$ cat src/rtl/disp_scan6.sv
// Six-digit multiplexed 7-segment scanner: frame-coherent digit snapshot, leading-zero blanking, blink, dead time.
// Latency: seg/dp/com are registered one in_clk after the scan state they decode.
module disp_scan6 #(
    parameter int SCAN_DIV     = 1000,
    parameter int DEAD         = 2,
    parameter int BLINK_FRAMES = 250
) (
    input  logic       in_clk,
    input  logic       rst,
    input  logic [3:0] h2,
    input  logic [3:0] h1,
    input  logic [3:0] m2,
    input  logic [3:0] m1,
    input  logic [3:0] s2,
    input  logic [3:0] s1,
    input  logic       blank_lz,
    input  logic [5:0] blink_mask,
    output logic [6:0] seg,
    output logic       dp,
    output logic [5:0] com
);

    localparam int PW = $clog2(SCAN_DIV);
    localparam int FW = (BLINK_FRAMES > 1) ? $clog2(BLINK_FRAMES) : 1;
    localparam logic [PW-1:0] PRESC_MAX = PW'(SCAN_DIV - 1);
    localparam logic [PW-1:0] DEAD_P    = PW'(DEAD);
    localparam logic [FW-1:0] FRAME_MAX = FW'(BLINK_FRAMES - 1);

    logic [PW-1:0]     r_presc;
    logic [2:0]        r_slot;
    logic [FW-1:0]     r_frame_cnt;
    logic              r_blink_phase;
    logic [5:0][3:0]   r_snap;

    logic              w_tick;
    logic              w_frame_end;
    logic [3:0]        w_digit;
    logic              w_blank;
    logic [6:0]        w_seg;
    logic              w_dp;
    logic [5:0]        w_com;

    assign w_tick      = (r_presc == PRESC_MAX);
    assign w_frame_end = w_tick && (r_slot == 3'd5);

    always_ff @(posedge in_clk or posedge rst) begin
        if (rst) begin
            r_presc       <= '0;
            r_slot        <= '0;
            r_frame_cnt   <= '0;
            r_blink_phase <= 1'b0;
            r_snap        <= '0;
        end else begin
            r_presc <= w_tick ? '0 : r_presc + 1'b1;
            if (w_tick) begin
                r_slot <= (r_slot == 3'd5) ? 3'd0 : r_slot + 3'd1;
            end
            // Digits are latched only at the frame boundary so one frame never mixes old and new time.
            if (w_frame_end) begin
                r_snap <= {s1, s2, m1, m2, h1, h2};
                if (r_frame_cnt == FRAME_MAX) begin
                    r_frame_cnt   <= '0;
                    r_blink_phase <= ~r_blink_phase;
                end else begin
                    r_frame_cnt <= r_frame_cnt + 1'b1;
                end
            end
        end
    end

    always_comb begin
        w_digit = r_snap[r_slot];
        w_blank = (blink_mask[r_slot] & r_blink_phase) |
                  ((r_slot == 3'd0) & blank_lz & (w_digit == 4'd0));
        w_seg   = 7'b1111111;
        if (!w_blank) begin
            case (w_digit)
                4'd0:    w_seg = 7'b1000000;
                4'd1:    w_seg = 7'b1111001;
                4'd2:    w_seg = 7'b0100100;
                4'd3:    w_seg = 7'b0110000;
                4'd4:    w_seg = 7'b0011001;
                4'd5:    w_seg = 7'b0010010;
                4'd6:    w_seg = 7'b0000010;
                4'd7:    w_seg = 7'b1111000;
                4'd8:    w_seg = 7'b0000000;
                4'd9:    w_seg = 7'b0010000;
                default: w_seg = 7'b0111111;
            endcase
        end
        w_dp  = ~(((r_slot == 3'd1) || (r_slot == 3'd3)) && !w_blank);
        // Blanked digits are still enabled so scan timing never depends on content.
        w_com = (r_presc < DEAD_P) ? 6'b111111 : ~(6'b000001 << r_slot);
    end

    always_ff @(posedge in_clk or posedge rst) begin
        if (rst) begin
            seg <= 7'b1111111;
            dp  <= 1'b1;
            com <= 6'b111111;
        end else begin
            seg <= w_seg;
            dp  <= w_dp;
            com <= w_com;
        end
    end

endmodule

$ cat config.mk
export PLATFORM = sky130hd
export DESIGN_NAME = disp_scan6
export DESIGN_NICKNAME = d
export VERILOG_FILES = /design/src/rtl/disp_scan6.sv
export SDC_FILE = /design/constraint.sdc
export NUM_CORES = 1
export LEC_CHECK = 0
export ABC_CLOCK_PERIOD_IN_PS = 2900
export CELL_PAD_IN_SITES_DETAIL_PLACEMENT = 2
export CELL_PAD_IN_SITES_GLOBAL_PLACEMENT = 2
export CORE_MARGIN = 3
export CORE_UTILIZATION = 34
export DETAILED_ROUTE_END_ITERATION = 8
export GPL_TIMING_DRIVEN = 0
export PLACE_DENSITY = 0.77
export SYNTH_ARGS = -nofsm -noshare
export SYNTH_HDL_FRONTEND = slang
export SYNTH_SLANG_ARGS = --single-unit
$ cat constraint.sdc
create_clock -name in_clk -period 2.9 [get_ports in_clk]
set_input_delay 0.58 -clock in_clk [delete_from_list [all_inputs] [get_ports in_clk]]
set_output_delay 0.58 -clock in_clk [all_outputs]
set_load 0.005 [all_outputs]
Yosys cells after proc, flatten, opt, wreduce, memory -nomap -nowiden
Memories as Yosys holds them, arrays and structs flattened.
Cells that the tools add are included.
Storage, ports and cells
  memories: 1
  output and inout port bits: 14
  register bits after elaboration: 60
  input bits: 33
  ROM bits: 112
Cells by class
  $lt $le $gt $ge: 2
  eq/ne operators: 5
  reductions and logical operators: 7
  muxes and demuxes: 9
  $add $sub $neg: 3
  bitwise logic cells: 7
  shifts and indexed selects: 1
Memory list
  (name not given): depth 16, bits a word 7, read ports 1, clocked after Yosys merged registers in 0, write ports 0, line 77  | case (w_digit)
Operator list (count)
  binary-select mux 4 bit (select 3 bit): 1
  adder 10 x 1 -> 10 bit (second input constant): 1
  equality test 10 bit (second input constant): 1
  < comparator 10 x 2 -> 1 bit (second input constant): 1
  2-to-1 mux 10 bit: 1
  adder 8 x 1 -> 8 bit (second input constant): 1
  equality test 8 bit (second input constant): 1
  2-to-1 mux 8 bit: 1
  2-to-1 mux 7 bit: 1
  2-to-1 mux 6 bit: 1
  inverter 6 bit: 1
  left shift 1 x 3 -> 6 bit (first input constant): 1
  logical NOT 4 bit: 1
  < comparator 3 x 4 -> 1 bit (second input constant): 1
  2-to-1 mux 4 bit: 1
  adder 3 x 1 -> 3 bit (second input constant): 1
  bitwise AND 1 bit: 3
  binary-select mux 1 bit (select 3 bit): 1
  equality test 3 x 1 -> 1 bit (second input constant): 1
  equality test 3 x 2 -> 1 bit (second input constant): 1
  equality test 3 bit (second input constant): 1
  logical NOT 3 bit: 1
  2-to-1 mux 3 bit: 1
  logical AND 1 bit: 2
  6 further kinds: 7

Depth between registers and ports, before layout
Gate-level depths: netlist of the first run.
  depth in word-level cells: 8
  mapped depth: 11
  mapped depth without buffers: 9

Worst setup path after synthesis of the first run
No wires, ideal clock.
  kind: register to register
  start: register r_slot[1]
  end: register seg[0]
  slack: 792 ps
  period minus slack after synthesis: 2108 ps
  stages on the path, launching flop included: 8
  data arrival time: 2011 ps
  path buffers: 0
  path through: dfrtp_1 mux4_2 a22oi_1 inv_1 ha_1 a21boi_0 a221oi_1 o21ai_0
On the way
  cells in the longest elaborated chain, start to end: 6
  elaborated cells on any way between the ends: 12
  those cells by class: 5 x mux; 4 x bitwise; 2 x reduce/logical; 1 x memory
RTL lines
  start, declared: line 30  | logic [2:0] r_slot;
  start signal, assigned: line 56  | r_slot <= (r_slot == 3'd5) ? 3'd0 : r_slot + 3'd1;
  parallel branches: the longest is 5 deep, another holds memory (16 x 7 bit)
  2-to-1 mux 7 bit *: line 76  | if (!w_blank) begin
  named net w_seg[0]: line 39  | logic [6:0] w_seg;
  end signal, assigned: line 102  | seg <= w_seg;
  end, declared: line 18  | output logic [6:0] seg,
Mark *: on every way through the listed nets, which the timed path passes. The select of a mux whose other input is x is not followed.
A chain may end at the register's enable or synchronous reset.

Final worst setup path of the first run
Ends and elaborated chain as after synthesis.

==> results.sh, run 1 <==
export IMPL_synth_edff_count=0
export IMPL_grt_setup_unrepaired="no"
export IMPL_sum_of_negative_setup_slack_ns=0
export IMPL_routed_via_count=2424
export IMPL_seq_area_um2=1520
export IMPL_period_share_pct=86.1
export IMPL_timing_critical_path_arrival_ns=2.73
export IMPL_std_cell_rows=33
export IMPL_cellInternalPower_w=0.00119
export IMPL_dominantRegCellSynth="dfrtp_1"
export IMPL_worst_setup_path_end_kind="flip-flop"
export IMPL_clock_insertion_delay_worst_skew_ns=0.34
export IMPL_die_extent_in_x_um=99.6
export IMPL_cts_root_buffer="clkbuf_8"
export IMPL_worstSetupPathType="reg2reg"
export IMPL_global_route_usage_total_pct=17.8
export IMPL_vdd_ir_drop_worst_uv=203
export IMPL_multi_input_comb_area_um2=1360
export IMPL_synth_top_cells_by_area="dfrtp_1, dfstp_2, nand2_1, ha_1, mux4_2"
export IMPL_cts_repair_resized=0
export IMPL_worstSetupStartpointType="flip-flop"
export IMPL_netSwitchingFraction_pct=23.3
export IMPL_antenna_cells=0
export IMPL_grt_overflow_total=0
export IMPL_finalMaxSlewViolations=0
export IMPL_cts_buffers_inserted=9
export IMPL_postCtsSetupRepairBufs=0
export IMPL_post_synth_top_count_cell="nand2_1"
export IMPL_fillCellCount=920
export IMPL_longest_clk_path_bufs=2
export IMPL_postSynthRegisterBits=60
export IMPL_die_area_um2=9930
export IMPL_die_height_um=99.6
export IMPL_finalClockSkew_ns=0.00902
export IMPL_mapped_cells=302
export IMPL_min_delay_path_class="reg2reg"
export IMPL_net_switching_power_of_the_design_w=0.000360
export IMPL_run_status="completed"
export IMPL_finalPower_w=0.00155
export IMPL_maxCapViolations=0
export IMPL_final_net_count=403
export IMPL_clock_tree_htree_level_count=3
export IMPL_tritoncts_num_sinks=60
export IMPL_sequential_element_share_of_the_synthesized_area_pct=50.9
export IMPL_r2r_slack_ns=0.40
export IMPL_finalWeightedCongestion=0.792
export IMPL_seqPwrFrac_pct=54.2
export IMPL_synth_yosys_warnings=0
export IMPL_cell_type_with_the_largest_total_area_after_synthesis="dfrtp_1"
export IMPL_layout_cell_share_with_drive_strength_beyond_1_pct=13.2
export IMPL_drc=0
export IMPL_hold_viol_final=0
export IMPL_initial_utilization_pct=35.6
export IMPL_first_pass_iters=5
export IMPL_grt_antenna_before_repair=0
export IMPL_max_fclk_mhz=401
export IMPL_grt_start_max_net_pins=36
export IMPL_count_of_pins_on_the_block_boundary=47
export IMPL_grt_pass1_wl_mm=13.8
export IMPL_cp_required_ns=3.13
export IMPL_wl_per_cell_um=17.1
export IMPL_cts_reportedPaths_clkPinSlew_ns=0.07
export IMPL_detail_route_antenna_nets=0
export IMPL_place_detailed_hpwl_mm=5.89
export IMPL_finalCriticalPeriod_ns=2.50
export IMPL_max_slew_margin_rel_pct=46.3
export IMPL_synth_distinct_cells=51
export IMPL_critPathMaxFanout=5
export IMPL_drt_first_iter_violations=44
export IMPL_postSynthNetCount=345
export IMPL_power_clock_fraction_pct=41.5
export IMPL_postRouteWirelength_mm=8.06
export IMPL_synth_top_cell_area_share_pct=38.6
export IMPL_power_leakage_nw=1.56
export IMPL_power_share_combinational_pct=4.3
export IMPL_whs_ns=0.473
export IMPL_avgSynthCellArea_um2=9.87
export IMPL_synth_async_reset_ratio_pct=100
export IMPL_area_growth_from_synthesis_to_layout_pct=25.9
export IMPL_vias_in_the_first_global_route=2630
export IMPL_worst_pin_slew_ns=0.804
export IMPL_post_synth_instance_area_um2=2980
export IMPL_cts_tree="built"
export IMPL_power_density_nw_per_um2=412
export IMPL_finalNonFillerCells=470
export IMPL_number_of_placed_cells_counting_well_taps=454
export IMPL_yosys_top_cells_count="nand2_1, dfrtp_1, o21ai_0"
export IMPL_portBuffers=46
export IMPL_vias_per_cell=5.16
export IMPL_post_cts_hold_buffer_count=0
export IMPL_design_core_area_um2=8380
export IMPL_report_final_setup_viol=0
per-stage QoR:
step | setup slack, ns | instance area (µm²) | utilization, %
after floorplan | 0.792 | 2980 | -
after global routing | 0.117 | 3750 | 44.8
final | 0.404 | 3750 | 44.8
after detailed placement | 0.431 | 3590 | 42.9
after CTS | 0.389 | 3750 | 44.8
after global placement | -0.263 | 3570 | 42.6
power groups by stage:
stage               clock network, W  registers, W  logic (W)
CTS                         0.000663      0.000837  0.0000688
global route                0.000710      0.000837  0.0000724
finish                      0.000642      0.000838  0.0000662
global placement                   0      0.000853  0.0000632
floorplan                          0      0.000853  0.0000148
detailed placement                 0      0.000853  0.0000686
placed cells by master (no fill, tap or decap), types with 2 or more instances in the layout:
cell type         n
nand3_1          10
nand2_1          88
nand3b_1          5
o211ai_1          2
nor4_1            2
a22oi_1           3
nor2_1           10
a21boi_0          2
buf_6             2
inv_1             9
clkinv_2          3
xor2_1            7
dfstp_2          14
clkdlybuf4s50_1  46
clkinvlp_4        2
buf_2             3
a31oi_1           2
o31ai_1           3
clkbuf_8          9
nor3_1            2
or3_1             3
nor2b_1           2
mux2i_1           3
a21oi_1           7
mux2_2            4
clkbuf_1          8
ha_1             10
and3_1            4
o21ai_0          15
and2_1            4
a22o_1            3
dfrtp_1          46
nand2b_1          2
nand4_1           2
mux4_2            5
o21ai_1           2
cell type report:
class	instances	area share, %
plain buffers	11	1.60
clock buffers	11	3.50
flip-flops and latches	60	40.5
repair buffers	47	12.8
well taps	105	3.50
inverters	11	1.10
clock inverters	5	0.800
multi-input cells	220	36.3
per-layer routing:
layer / vias up / part of all wire (%) / GRT usage, %
li1: 1157 / - / -
met1: 1211 / 45 / 23.0
met2: 47 / 51 / 30.0
met3: 9 / 3.0 / 2.95
met4: 0 / 1.2 / 6.62
met5: - / 0 / 0
worst max-delay path, cell delays in order (launching register included):
cell	delay, ns
dfrtp_1	0.46
mux4_2	0.54
a22oi_1	0.40
inv_1	0.18
ha_1	0.24
a21boi_0	0.16
a221oi_1	0.28
o21ai_0	0.12
logic make-up after synthesis:
group / count (synthesis) / synth area share (%)
xor gates and xnor gates: 8 / 2.35
and+or+nand+nor: 140 / 21.5
muxes: 13 / 6.80
DFF: 60 / 50.9
AOI/OAI and AO/OA: 49 / 10.8
buffers and inverters: 22 / 3.40
adders and majority gates: 10 / 4.20
final timing paths:
kind / startpoint / to / cells after the start
hold / removal: r_presc[0] / r_presc[0] / 1
min in group asynchronous: rst / r_frame_cnt[6] / 2
setup reg to reg: r_slot[1] / seg[0] / 7
hold reg to reg: r_presc[0] / r_presc[0] / 1
setup / recovery: r_slot[1] / seg[0] / 7
max in group asynchronous: rst / com[4] / 3
flip-flops by register name (all words and copies together), names as in the netlist:
register / cells
r_blink_phase: 1
r_frame_cnt: 8
dp: 1
seg: 7
com: 6
r_snap: 24
r_slot: 3
r_presc: 10
No activity file was read; power rests on OpenSTA's default activity.
==> inputs of run 2 (changes only) <==
--- a/config.mk
+++ b/config.mk
@@ -9,10 +9,11 @@
 export CELL_PAD_IN_SITES_DETAIL_PLACEMENT = 2
 export CELL_PAD_IN_SITES_GLOBAL_PLACEMENT = 2
 export CORE_MARGIN = 3
-export CORE_UTILIZATION = 34
+export CORE_UTILIZATION = 35
+export CTS_BUF_LIST = sky130_fd_sc_hd__clkbuf_2 sky130_fd_sc_hd__clkbuf_4 sky130_fd_sc_hd__clkbuf_8
 export DETAILED_ROUTE_END_ITERATION = 8
 export GPL_TIMING_DRIVEN = 0
-export PLACE_DENSITY = 0.77
+export PLACE_DENSITY = 0.79
 export SYNTH_ARGS = -nofsm -noshare
 export SYNTH_HDL_FRONTEND = slang
 export SYNTH_SLANG_ARGS = --single-unit
==> results.sh, run 2 (synthesis gave the netlist of run 1 again) <==
export IMPL_min_delay_path_class="reg2reg"
export IMPL_critPathMaxFanout=5
export IMPL_cts_repair_resized=0
export IMPL_first_pass_iters=5
export IMPL_top_regs="r_snap x24, r_presc x10, r_frame_cnt x8"
export IMPL_area_growth_from_synthesis_to_layout_pct=28.1
export IMPL_detailed_place_area_um2=3590
export IMPL_die_extent_in_x_um=98.3
export IMPL_die_height_um=98.3
export IMPL_layout_commonest_cell="nand2_1"
export IMPL_std_cell_rows=33
export IMPL_drt_first_iter_violations=53
export IMPL_finalClockSkew_ns=0.0113
export IMPL_drc=0
export IMPL_detail_route_antenna_nets=0
export IMPL_clock_insertion_delay_worst_skew_ns=0.34
export IMPL_finalCriticalPeriod_ns=2.50
export IMPL_run_status="completed"
export IMPL_antenna_cells=0
export IMPL_power_leakage_nw=1.59
export IMPL_cts_reportedPaths_clkPinSlew_ns=0.07
export IMPL_design_core_area_um2=8260
export IMPL_count_of_pins_on_the_block_boundary=47
export IMPL_cts_root_buffer="clkbuf_8"
export IMPL_postCtsSetupRepairBufs=0
export IMPL_layout_cells_most_common_list="nand2_1, clkdlybuf4s50_1, dfrtp_1, o21ai_0, dfstp_2"
export IMPL_max_slew_margin_rel_pct=53.9
export IMPL_timing_critical_path_arrival_ns=2.74
export IMPL_longest_clk_path_bufs=2
export IMPL_top_register="r_snap"
export IMPL_routed_via_count=2438
export IMPL_finalWeightedCongestion=0.799
export IMPL_grt_start_max_net_pins=42
export IMPL_vdd_ir_drop_worst_uv=194
export IMPL_portBuffers=46
export IMPL_hold_viol_final=0
export IMPL_global_route_usage_total_pct=17.1
export IMPL_cp_required_ns=3.14
export IMPL_layout_cell_share_with_drive_strength_beyond_1_pct=13.7
export IMPL_maxCapViolations=0
export IMPL_postLayoutCoreUtil_pct=46.2
export IMPL_final_net_count=403
export IMPL_max_fclk_mhz=400
export IMPL_critical_path_slowest_cell="mux4_2"
export IMPL_cts_tree="built"
export IMPL_tritoncts_num_sinks=60
export IMPL_power_density_nw_per_um2=461
export IMPL_worst_pin_slew_ns=0.688
export IMPL_largest_register_ffs=24
export IMPL_wl_per_cell_um=16.3
export IMPL_worstSetupPathType="reg2reg"
export IMPL_cts_buffers_inserted=9
export IMPL_clock_tree_htree_level_count=3
export IMPL_report_final_setup_viol=0
export IMPL_vias_per_cell=5.19
export IMPL_place_detailed_hpwl_mm=5.55
export IMPL_postRouteWirelength_mm=7.67
export IMPL_die_area_um2=9660
export IMPL_period_share_pct=86.2
export IMPL_post_cts_hold_buffer_count=0
export IMPL_grt_antenna_before_repair=0
export IMPL_grt_overflow_total=0
export IMPL_grt_pass1_wl_mm=13.0
export IMPL_crit_path_cell_trace="mux4_2, a22oi_1, inv_1, ha_1, a21boi_0, a221oi_1, o21ai_0"
export IMPL_grt_setup_unrepaired="no"
export IMPL_worst_path_largest_cell_delay_ns=0.55
export IMPL_vias_in_the_first_global_route=2547
export IMPL_worst_setup_path_end_kind="flip-flop"
export IMPL_initial_utilization_pct=36.1
export IMPL_worstSetupStartpointType="flip-flop"
export IMPL_finalMaxSlewViolations=0
export IMPL_finished_cell_area_um2=3820
==> run 2: changes by cell type in the layout (fill, tap and decap cells not counted) <==
cell        change
bufinv_16       +2
clkbuf_1        -2
clkbuf_4        +2
clkinv_2        -2
clkbuf_8        +1
clkinvlp_4      -1
==> run 2: area by class of cell <==
| class | instances | area, µm² |
|---|---|---|
| Buffer | 11 | 60.1 |
| Clock buffer | 12 | 153 |
| Clock inverter | 4 | 72.6 |
| Fill cell | 899 | 4440 |
| Inverter | 11 | 41.3 |
| Multi-Input combinational cell | 220 | 1360 |
| Sequential cell | 60 | 1520 |
| Tap cell | 105 | 131 |
| Timing Repair Buffer | 47 | 480 |
==> run 2: critical path, delay by kind of cell, from the launching register on <==
kind / cells / cell delay (ns)
AOI/OAI and AO/OA: 4 / 0.98
muxes: 1 / 0.55
DFF: 1 / 0.46
adders and majority gates: 1 / 0.23
buffers and inverters: 1 / 0.18
==> run 2: power breakdown <==
group | leakage [nW] | switching, W | internal, W | total, W
Clock | 0.113 | 0.000333 | 0.000526 | 0.000859
Combinational | 0.830 | 0.0000235 | 0.0000422 | 0.0000658
Sequential | 0.650 | 0 | 0.000838 | 0.000838
Total | 1.59 | 0.000357 | 0.00141 | 0.00176
==> run 2: metal layers <==
layer	GRT usage (%)	wire length, µm
met1	23.2	3600
met2	27.2	3760
met3	2.79	226
met4	6.93	82
met5	0	0
==> run 2: final timing paths <==
path                                 start         end  slack, ns  cells past startpoint
worst max-delay path             r_slot[1]      seg[0]       0.40                      7
worst min-delay path            r_presc[0]  r_presc[0]       0.46                      1
worst max register to register   r_slot[1]      seg[0]       0.40                      7
worst min register to register  r_presc[0]  r_presc[0]       0.46                      1
max in group asynchronous              rst  r_snap[14]       1.78                      3
min in group asynchronous              rst  r_presc[3]       0.55                      2
==> run 2: through the flow <==
stage / total power [W] / setup TNS (ns) / hold slack (ns) / std cells / worst slack [ns]
after floorplan: 0.000868 / 0 / 0.424 / 302 / 0.792
after global placement: 0.000916 / -11.69 / 0.447 / 453 / -0.258
after detailed placement: 0.000920 / 0 / 0.451 / 454 / 0.442
after CTS: 0.00179 / 0 / 0.461 / 470 / 0.361
after global routing: 0.00183 / 0 / 0.498 / 470 / 0.0230
final: 0.00176 / 0 / 0.461 / 470 / 0.402
==> inputs of run 3 (changes only) <==
==> config.mk (replaced) <==
export PLATFORM = sky130hd
export DESIGN_NAME = disp_scan6
export DESIGN_NICKNAME = d
export VERILOG_FILES = /design/src/rtl/disp_scan6.sv
export SDC_FILE = /design/constraint.sdc
export NUM_CORES = 1
export LEC_CHECK = 0
export ABC_CLOCK_PERIOD_IN_PS = 3000
export CELL_PAD_IN_SITES_DETAIL_PLACEMENT = 2
export CELL_PAD_IN_SITES_GLOBAL_PLACEMENT = 2
export CORE_MARGIN = 4
export CORE_UTILIZATION = 38
export CTS_BUF_LIST = sky130_fd_sc_hd__clkbuf_2 sky130_fd_sc_hd__clkbuf_4 sky130_fd_sc_hd__clkbuf_8
export DETAILED_ROUTE_END_ITERATION = 8
export GPL_TIMING_DRIVEN = 0
export PLACE_DENSITY = 0.85
export REMOVE_ABC_BUFFERS = 1
export SYNTH_ARGS = -nofsm -noshare
export SYNTH_HDL_FRONTEND = slang
export SYNTH_SLANG_ARGS = --single-unit
==> constraint.sdc (replaced) <==
create_clock -name in_clk -period 3 [get_ports in_clk]
set_input_delay 0.6 -clock in_clk [delete_from_list [all_inputs] [get_ports in_clk]]
set_output_delay 0.6 -clock in_clk [all_outputs]
set_load 0.005 [all_outputs]
==> results.sh, run 3 (synthesis gave the netlist of run 1 again) <==
export IMPL_grt_overflow_total=0
export IMPL_power_leakage_nw=1.56
export IMPL_clock_insertion_delay_worst_skew_ns=0.35
export IMPL_finalCriticalPeriod_ns=2.68
export IMPL_routed_via_count=2426
export IMPL_crit_buf_inv=1
export IMPL_longest_clk_path_bufs=2
export IMPL_die_height_um=96.6
export IMPL_worstSetupStartpointType="flip-flop"
export IMPL_critPathMaxFanout=14
export IMPL_finalMaxSlewViolations=0
export IMPL_drc=0
export IMPL_std_cell_rows=32
export IMPL_timing_critical_path_arrival_ns=2.92
export IMPL_first_pass_iters=4
export IMPL_final_net_count=394
export IMPL_grt_start_max_net_pins=35
export IMPL_fillCellCount=806
export IMPL_top_register="r_snap"
export IMPL_worstReg2RegStart="r_slot[1]"
export IMPL_cts_tree="built"
export IMPL_crit_path_cell_trace="mux4_2, a22oi_1, inv_1, ha_1, a21boi_0, a221oi_1, o21ai_0"
export IMPL_cts_root_buffer="clkbuf_8"
export IMPL_grt_antenna_before_repair=0
export IMPL_report_final_setup_viol=0
export IMPL_drt_first_iter_violations=67
export IMPL_layout_cell_share_with_drive_strength_beyond_1_pct=14.3
export IMPL_maxCapViolations=0
export IMPL_r2r_slack_ns=0.32
export IMPL_max_slew_margin_rel_pct=43.1
export IMPL_whs_ns=0.474
export IMPL_vias_per_cell=5.30
export IMPL_max_fclk_mhz=373
export IMPL_wl_per_cell_um=18.4
export IMPL_design_core_area_um2=7690
export IMPL_largest_register_ffs=24
export IMPL_die_area_um2=9330
export IMPL_run_status="completed"
export IMPL_finalClockSkew_ns=0.00931
export IMPL_postCtsSetupRepairBufs=0
export IMPL_worst_hold_path_num_cells=1
export IMPL_vias_in_the_first_global_route=2695
export IMPL_dp_worst_setup_slack_ns=0.0403
export IMPL_hold_viol_final=0
export IMPL_period_share_pct=89.3
export IMPL_sum_of_negative_setup_slack_ns=0
export IMPL_worst_hold_startpoint="r_presc[0]"
export IMPL_layout_cells_most_common_list="nand2_1, clkdlybuf4s50_1, dfrtp_1, o21ai_0, dfstp_2"
export IMPL_critical_path_top_delay_family="compound AO/OA/AOI/OAI gates"
export IMPL_antenna_cells=0
export IMPL_crit_reg2reg_capture="seg[0]"
export IMPL_finalWorstSetupSlack_ns=0.322
export IMPL_finalWeightedCongestion=0.782
export IMPL_min_delay_path_class="reg2reg"
export IMPL_critical_path_slowest_cell="mux4_2"
export IMPL_cts_buffers_inserted=9
export IMPL_postRouteWirelength_mm=8.43
export IMPL_worst_pin_slew_ns=0.847
export IMPL_top_regs="r_snap x24, r_presc x10, r_frame_cnt x8"
export IMPL_finalPower_w=0.00165
export IMPL_timing_reg2reg_worst_path_depth=7
export IMPL_portBuffers=46
export IMPL_worstHoldEndpoint="r_presc[0]"
export IMPL_global_route_usage_total_pct=20.6
export IMPL_area_growth_from_synthesis_to_layout_pct=26.1
export IMPL_detail_route_antenna_nets=0
export IMPL_layout_commonest_cell="nand2_1"
export IMPL_worst_setup_path_end_kind="flip-flop"
export IMPL_vdd_ir_drop_worst_uv=196
export IMPL_worst_path_largest_cell_delay_ns=0.57
export IMPL_cts_reportedPaths_clkPinSlew_ns=0.08
export IMPL_die_extent_in_x_um=96.6
export IMPL_grt_pass1_wl_mm=14.2
export IMPL_place_detailed_hpwl_mm=6.04
export IMPL_cp_required_ns=3.24
export IMPL_power_density_nw_per_um2=439
export IMPL_tritoncts_num_sinks=60
export IMPL_clock_tree_htree_level_count=3
export IMPL_grt_setup_unrepaired="no"
export IMPL_count_of_pins_on_the_block_boundary=47
export IMPL_initial_utilization_pct=38.8
export IMPL_worstSetupPathType="reg2reg"
run 3: cell count changes in the layout (fill, tap and decap cells not counted), moves of 2 or more:
| cell | before | now |
|---|---|---|
| dfrtp_1 | 46 | 44 |
| buf_4 | 0 | 2 |
| dfrtp_2 | 0 | 2 |
| buf_6 | 2 | 0 |
| buf_2 | 3 | 0 |
| clkbuf_1 | 6 | 0 |
run 3: how the worst max path moves through the flow:
stage	start	to	slack (ns)	cells after the start
after global placement	r_slot[0]	r_frame_cnt[0]	-2.19	4
after CTS	r_slot[0]	r_frame_cnt[6]	0.008	4
after global routing	r_slot[1]	seg[0]	0.11	7
final	r_slot[1]	seg[0]	0.32	7
after detailed placement	r_slot[0]	r_frame_cnt[6]	0.04	4
after floorplan	r_slot[0]	r_frame_cnt[2]	-0.56	4
run 3: area by class of cell:
type,count,area (µm²),share of cell area (%)
clock buffer,12,159,4.22
inverter,11,41.3,1.10
clock inverter,4,47.5,1.26
timing repair buffer,49,495,13.2
tap,102,128,3.39
sequential,60,1520,40.5
multi-input combinational,220,1370,36.4
run 3: metal layers:
metal  GRT usage [%]  wire length, µm  vias up  share of wire, %
met5               0                0        -                 0
met4            7.01               93        0               1.1
met3            4.03              310        8               3.7
met2            35.5             4400       46                52
met1            25.7             3630     1234                43
li1                -                -     1138                 -
run 3: power by group:
group | switching (W) | internal, W | leakage (nW)
logic | 0.0000243 | 0.0000410 | 0.809
clock network | 0.000339 | 0.000436 | 0.106
registers | 0 | 0.000810 | 0.646
total | 0.000364 | 0.00129 | 1.56
run 3: per-stage QoR:
stage               instance area [µm²]  utilization, %  cells
global placement                   3510            45.7    439
CTS                                3760            48.9    458
detailed placement                 3550            46.2    442
global route                       3760            48.9    458
finish                             3760            48.9    458
floorplan                          2920               -    291
run 3: repair_timing:
action                     CTS  global route
gates resized for setup      0             3
hold buffers                 0             0
setup endpoints to repair    0             9
